**src/rtl/vector_mem_sequencer.sv**
```systemverilog
// Vector load/store sequencer: turns one LANES-element request
// into single-element data-memory accesses.
module vector_mem_sequencer #(
  parameter int LANES    = 4,
  parameter int DATA_W   = 32,
  parameter int ADDR_W   = 32,
  parameter int READ_LAT = 2
) (
  input  logic                      CLK,
  input  logic                      reset_n_i,
  input  logic                      start_i,
  input  logic                      store_i,
  input  logic                      byte_mode_i,
  input  logic [ADDR_W-1:0]         base_addr_i,
  input  logic [LANES*DATA_W-1:0]   vec_data_i,
  output logic                      busy_o,
  output logic                      done_o,
  output logic [LANES*DATA_W-1:0]   vec_data_o,
  output logic [ADDR_W-1:0]         mem_address_o,
  output logic [DATA_W-1:0]         mem_data_o,
  output logic                      mem_wren_o,
  output logic                      mem_byte_mode_o,
  input  logic [DATA_W-1:0]         mem_data_i
);

  localparam int LW = (LANES > 1) ? $clog2(LANES) : 1;
  localparam int CW = (READ_LAT > 0) ? $clog2(READ_LAT + 1) : 1;

  typedef enum logic [1:0] {
    IDLE,
    STORE,
    LOAD,
    DONE
  } state_t;

  state_t                    state;
  state_t                    state_n;
  logic [LW-1:0]             lane;
  logic [CW-1:0]             cnt;
  logic                      byte_q;
  logic [ADDR_W-1:0]         base_q;
  logic [LANES*DATA_W-1:0]   wdata_q;
  logic [LANES*DATA_W-1:0]   shadow;
  logic [LANES*DATA_W-1:0]   shadow_n;
  logic [LANES*DATA_W-1:0]   vec_q;
  logic                      last_lane;
  logic                      cnt_hit;
  logic [DATA_W-1:0]         lane_wdata;
  logic [DATA_W-1:0]         rd_elem;

  assign last_lane  = lane == LW'(LANES - 1);
  assign cnt_hit    = cnt == CW'(READ_LAT);
  assign lane_wdata = wdata_q[lane*DATA_W +: DATA_W];
  assign rd_elem    = byte_q ? DATA_W'(mem_data_i[7:0])
                             : mem_data_i;
  assign vec_data_o = vec_q;

  // Next state, memory port drive and shadow-lane merge
  always_comb begin
    state_n         = state;
    busy_o          = state != IDLE;
    done_o          = 1'b0;
    mem_address_o   = '0;
    mem_data_o      = '0;
    mem_wren_o      = 1'b0;
    mem_byte_mode_o = 1'b0;
    shadow_n        = shadow;
    unique case (state)
      IDLE: begin
        if (start_i)
          state_n = store_i ? STORE : LOAD;
      end
      STORE: begin
        mem_address_o   = base_q + ADDR_W'(lane);
        mem_wren_o      = 1'b1;
        mem_byte_mode_o = byte_q;
        mem_data_o      = byte_q
                        ? DATA_W'(lane_wdata[7:0])
                        : lane_wdata;
        if (last_lane)
          state_n = DONE;
      end
      LOAD: begin
        mem_address_o   = base_q + ADDR_W'(lane);
        mem_byte_mode_o = byte_q;
        if (cnt_hit) begin
          shadow_n[lane*DATA_W +: DATA_W] = rd_elem;
          if (last_lane)
            state_n = DONE;
        end
      end
      DONE: begin
        done_o  = 1'b1;
        state_n = IDLE;
      end
      default: state_n = IDLE;
    endcase
  end

  // State, request latch, lane/wait counters and result registers
  always_ff @(posedge CLK) begin
    if (!reset_n_i) begin
      state   <= IDLE;
      lane    <= '0;
      cnt     <= '0;
      byte_q  <= 1'b0;
      base_q  <= '0;
      wdata_q <= '0;
      shadow  <= '0;
      vec_q   <= '0;
    end else begin
      state  <= state_n;
      shadow <= shadow_n;
      unique case (state)
        IDLE: begin
          if (start_i) begin
            byte_q  <= byte_mode_i;
            base_q  <= base_addr_i;
            wdata_q <= vec_data_i;
            lane    <= '0;
            cnt     <= '0;
          end
        end
        STORE: begin
          lane <= last_lane ? '0 : lane + 1'b1;
        end
        LOAD: begin
          if (cnt_hit) begin
            cnt  <= '0;
            lane <= last_lane ? '0 : lane + 1'b1;
            if (last_lane)
              vec_q <= shadow_n;
          end else begin
            cnt <= cnt + 1'b1;
          end
        end
        default: ;
      endcase
    end
  end

endmodule

```
**config.mk**
```make
export PLATFORM = sky130hd
export DESIGN_NAME = vector_mem_sequencer
export DESIGN_NICKNAME = d
export VERILOG_FILES = /design/src/rtl/vector_mem_sequencer.sv
export SDC_FILE = /design/constraint.sdc
export NUM_CORES = 1
export LEC_CHECK = 0
export BUFFER_PORTS_ARGS = -buffer_cell sky130_fd_sc_hd__buf_2
export CORE_UTILIZATION = 40
export DETAILED_ROUTE_END_ITERATION = 8
export HOLD_SLACK_MARGIN = 0.1
export SLEW_MARGIN = 20
export SYNTH_ARGS = -nofsm -noshare
export SYNTH_HDL_FRONTEND = slang
export SYNTH_SLANG_ARGS = --single-unit
```
**constraint.sdc**
```tcl
create_clock -name CLK -period 3.4 [get_ports CLK]
set_input_delay 0.68 -clock CLK [delete_from_list [all_inputs] [get_ports CLK]]
set_output_delay 0.68 -clock CLK [all_outputs]
set_load 0.1 [all_outputs]
```
# --- Word-level counts from Yosys, hierarchy flattened ---
# Index checks and enable logic that the tools add are counted.
word_totals:
  word_cells: 53
  latchBits: 0
  mem_bits_rw: 0
  reg_bits: 423
  n_memories: 0
  mem_bits_ro: 0
  in_bits: 197
  out_inout_bits: 196
op_classes:
  mul: 0
  add_sub_neg: 4
  n_mux: 21
  n_bitwise: 0
  shifts: 3
  div_mod_pow: 0
  n_eq_ne: 7
  order_cmp: 0
  n_reduce_logical: 10
ops:
  columns: ["cell", "count"]
  rows:
  - ["$mux 128", 2]
  - ["$bwmux 128", 1]
  - ["$mux 32", 4]
  - ["$shift 32x34->128 const A", 1]
  - ["$shiftx 128x8->32", 1]
  - ["$shiftx 32x34->128", 1]
  - ["$neg 7->34", 1]
  - ["$add 32x2->32", 1]
  - ["$mux 2", 8]
  - ["$eq 2x2->1 const B", 4]
  - ["$pmux 2 s4", 1]
  - ["$pmux 2 s3", 1]
  - ["$reduce_and 2->1", 3]
  - ["$reduce_and 3->1", 2]
  - ["$add 2x1->2 const B", 2]
  - ["$ne 2x2->1 const B", 2]
  - ["$pmux 2 s2", 1]
  - ["$reduce_bool 2->1", 2]
  - ["$mux 1", 3]
  - ["$reduce_bool 3->1", 1]
  - ["$eq 2x1->1 const B", 1]
  - ["$logic_not 2->1", 1]
  - ["$reduce_or 2->1", 1]

# --- Logic depth before layout (Yosys ltp) ---
logic_depth:
  ltp_word: 5
  depth_mapped: 10
  depth_no_buf: 6

# --- Least setup slack after synthesis ---
# Ideal clock, no wire load.
synth_path:
  kind: "register to output"
  start: "register lane[0]"
  end: "output mem_address_o[16]"
  slack_ns: -0.721
  t_required_ns: 2.720
  arrival_time_ns: 3.441
  stages_incl_launch_ff: 9
  path_buffers: 2
  path_cell_list: "dfxtp_1 > ha_1 > fa_1 > nand3_1 > or3_1 > clkbuf_1 > clkbuf_1 > or3_1 > a21oi_1"
synth_via:
  elab_chain_len: 2
synth_rtl:
  columns: ["item", "line", "rtl"]
  rows:
  - ["start: declaration", "38", "logic [LW-1:0] lane;"]
  - ["start signal: assignment", "125", "lane <= last_lane ? '0 : lane + 1'b1;"]
  - ["start signal: assignment", "130", "lane <= last_lane ? '0 : lane + 1'b1;"]
  - ["$add 32x2->32", "74, 84", null]
  - ["$mux 32", null, null]
  - ["end: declaration", "19", "output logic [ADDR_W-1:0] mem_address_o,"]
# Every way passes these cells.

# --- Worst setup path in the final report ---
layout_path:
  start: "register base_q[13]"
  end: "output mem_address_o[28]"
layout_via:
  elab_chain_len: 2
layout_rtl:
  columns: ["item", "line", "rtl"]
  rows:
  - ["start: declaration", "41", "logic [ADDR_W-1:0] base_q;"]
  - ["start signal: assignment", "118", "base_q <= base_addr_i;"]
  - ["$add 32x2->32", "74, 84", null]
  - ["$mux 32", null, null]
# Every way passes these cells.

==> results.json <==
{
  "finalClockSkew_ns": 0.0262,
  "crit_required_ns": 2.72,
  "grt_max_degree": 129,
  "crit_type": "flip-flop to output port",
  "ioPinCount": 393,
  "cts_buffer_depth": 3,
  "avgViaCountPerCell": 5.32,
  "ys_ff_latch": 423,
  "ys_seq_area_share_pct": 51.0,
  "drt_first_pass_iters": 5,
  "ant_nets": 0,
  "crit_path_start_kind": "flip-flop",
  "route.vias.total": 15300,
  "cts_tree": "built",
  "io_buffer_count": 392,
  "rsz0062_at_grt": "true",
  "power_density_mw_per_mm2": 653,
  "rr_startpoint": "lane[1]$_SDFFE_PN0P_",
  "insertion_delay_ns": 0.59,
  "antenna_found_initial": 22,
  "start_util_pct": 40.6,
  "synthCells": 1963,
  "arrival_ns": 2.73,
  "cts_max_level": 2,
  "mappedNetlistNets": 2175,
  "syn2layout_area_growth_pct": 28.8,
  "yosysTopAreaCell": "dfxtp_1",
  "path_clk_slew_ns": 0.06,
  "finalWirelength_microns": 53600,
  "synth_area_leaders": "dfxtp_1 (51%), a21oi_1 (9.3%), nand2_1 (7.6%), nor2_1 (4.8%), mux4_2 (4.3%)",
  "timing_hold_violations_final": 0,
  "grt_pass1_wl_microns": 79900,
  "synthesis.area_sq_mm": 0.0166,
  "synth_ff_type": "dfxtp_1",
  "post-route-period-util_pct": 100,
  "cts_buffers": 46,
  "syn_area_per_cell_sq_um": 8.46,
  "ys_types": 43,
  "die-width_microns": 206,
  "worst_pin_slew_ns": 0.866,
  "grt_overflow": 0,
  "drv_slew": 0,
  "core_sq_mm": 0.0409,
  "fin_nets": 2496,
  "cts_root_buf": "clkbuf_16",
  "cts.sinks": 423,
  "drive_gt1_share_pct": 27.0,
  "place_area_sq_mm": 0.0194,
  "ir_drop_v": 0.000401,
  "status": "finished with violations",
  "synth_edf_count": 0,
  "hpwl_microns": 35600,
  "worstSetupStartpoint": "base_q[13]$_SDFFE_PN0P_",
  "relSlewSlack_pct": 42.2,
  "drv_cap": 0,
  "violations": "negative setup slack",
  "hold_start": "base_addr_i[11]",
  "wl_per_cell_microns": 18.7,
  "finalSetupViolCount": 3,
  "hp-class": "input pin to flip-flop",
  "synth_top_area_share_pct": 51.0,
  "die_area_sq_mm": 0.0423,
  "netlist_top_cells_count": "dfxtp_1 (423), nand2_1 (334), a21oi_1 (310), nor2_1 (212), clkbuf_1 (153)",
  "yosysMostFrequentCell": "dfxtp_1",
  "cp-end-kind": "output port",
  "p_total_uw": 14000,
  "initialDrtViolationCount": 1007,
  "p_leak_uw": 0.00844,
  "final.setup.worst_slack_ns": -0.0121,
  "cp_max_fo": 6,
  "fmax_ghz": 0.293,
  "routabilityCongestion": 0.887,
  "ys_warn_count": 0,
  "holdWs_ns": 0.342,
  "async_flop_share_pct": 0,
  "track_usage_pct": 24.4,
  "design_area_sq_mm": 0.0214,
  "rows": 74,
  "drc": 0,
  "die_y_microns": 206,
  "grt_pass1_vias": 14300,
  "min_period_ns": 3.41
}
==> area by class of cell <==
type | count | area (sq um)
well taps | 532 | 666
repair buffers | 441 | 2850
diodes | 14 | 35.0
inverters | 22 | 93.8
clock buffers | 68 | 1360
clock inverters | 16 | 155
flip-flops and latches | 423 | 8510
multi-input cells | 1350 | 7720
fillers | 3875 | 19500
==> cell usage in the layout, fill, tap and decap left out, types with 4 or more instances in the layout <==
cell type / instances
nor2_1: 210
mux4_2: 32
nand4b_1: 5
and2_1: 12
ha_1: 12
nor2b_1: 50
o31ai_1: 6
nor3_1: 68
buf_12: 35
clkbuf_8: 13
dfxtp_2: 15
o21ai_0: 70
nor4_1: 4
buf_4: 36
a21oi_4: 9
clkbuf_1: 9
clkbuf_16: 46
a21oi_1: 292
clkinv_2: 9
nand3_1: 9
o31ai_2: 5
or3_4: 5
nand2_1: 331
inv_1: 20
a211oi_1: 66
buf_2: 366
a21oi_2: 9
a22oi_1: 64
xnor2_1: 11
or4_4: 13
dfxtp_4: 5
diode_2: 14
buf_6: 4
nand4_1: 4
nand2b_1: 28
dfxtp_1: 403
==> per-stage QoR <==
stage	instances	setup TNS (ns)	setup WS, ns	util [%]
global placement	2746	0	0.262	47.5
detailed placement	2746	0	0.175	47.5
global route	2853	-0.647	-0.0887	52.2
floorplan	1963	-11.85	-0.462	-
CTS	2842	-0.152	-0.0279	51.7
finish	2866	-0.0214	-0.0121	52.3
==> critical path, stage by stage, from the launching register on <==
cell,delay (ns)
dfxtp_4,0.37
nand4_1,0.24
or4_4,0.66
or4_4,0.55
a21oi_4,0.16
buf_12,0.19
==> worst paths after layout <==
check / endpoint / slack [ns] / cells past startpoint
setup / recovery: mem_address_o[28] / -0.01 / 5
hold / removal: base_q[11]$_SDFFE_PN0P_ / 0.34 / 3
setup reg to reg: vec_data_o[91]$_SDFFE_PN0P_ / 0.37 / 8
hold reg to reg: wdata_q[87]$_SDFFE_PN0P_ / 0.45 / 2
==> cell families (layout without fill, tap and decap cells) <==
| kind of cell | Yosys count | in the layout | synth area share (%) |
|---|---|---|---|
| compound gates | 526 | 526 | 18.1 |
| xor+xnor | 12 | 12 | 0.633 |
| fa+ha+maj | 15 | 15 | 1.18 |
| buf+inv | 193 | 547 | 4.48 |
| flops | 423 | 423 | 51.0 |
| mux | 35 | 35 | 4.52 |
| other cells | 0 | 14 | 0 |
| simple gates | 759 | 762 | 20.1 |
==> routing by layer <==
metal	part of all wire (%)	GRT usage, %
met3	9.5	8.38
met1	41	29.8
met2	46	39.7
met4	3.1	8.70
met5	0.32	0
==> power breakdown <==
group / total [uW] / leakage (uW) / internal [uW] / switching, uW
clock: 4990 / 0.000755 / 2930 / 2060
combinational: 3390 / 0.00424 / 1060 / 2320
sequential: 5580 / 0.00344 / 5330 / 254
total: 14000 / 0.00844 / 9320 / 4640
==> registers in the layout, summed over array words and instances, names as in the netlist <==
name	cells
base_q	32
cnt	2
wdata_q	128
vec_data_o	128
lane	2
state	2
byte_q	1
shadow	128
==> what timing repair did <==
| action | 4_1_cts | 5_1_grt |
|---|---|---|
| setup buffers | 11 | 8 |
| gates resized for setup | 29 | 36 |
| cloned | 1 | 2 |
| endpoints found under the setup margin | 18 | 70 |
| hold buffers | 0 | 0 |
| pin swaps | 21 | 7 |
Power figures use the tool's default switching activity.
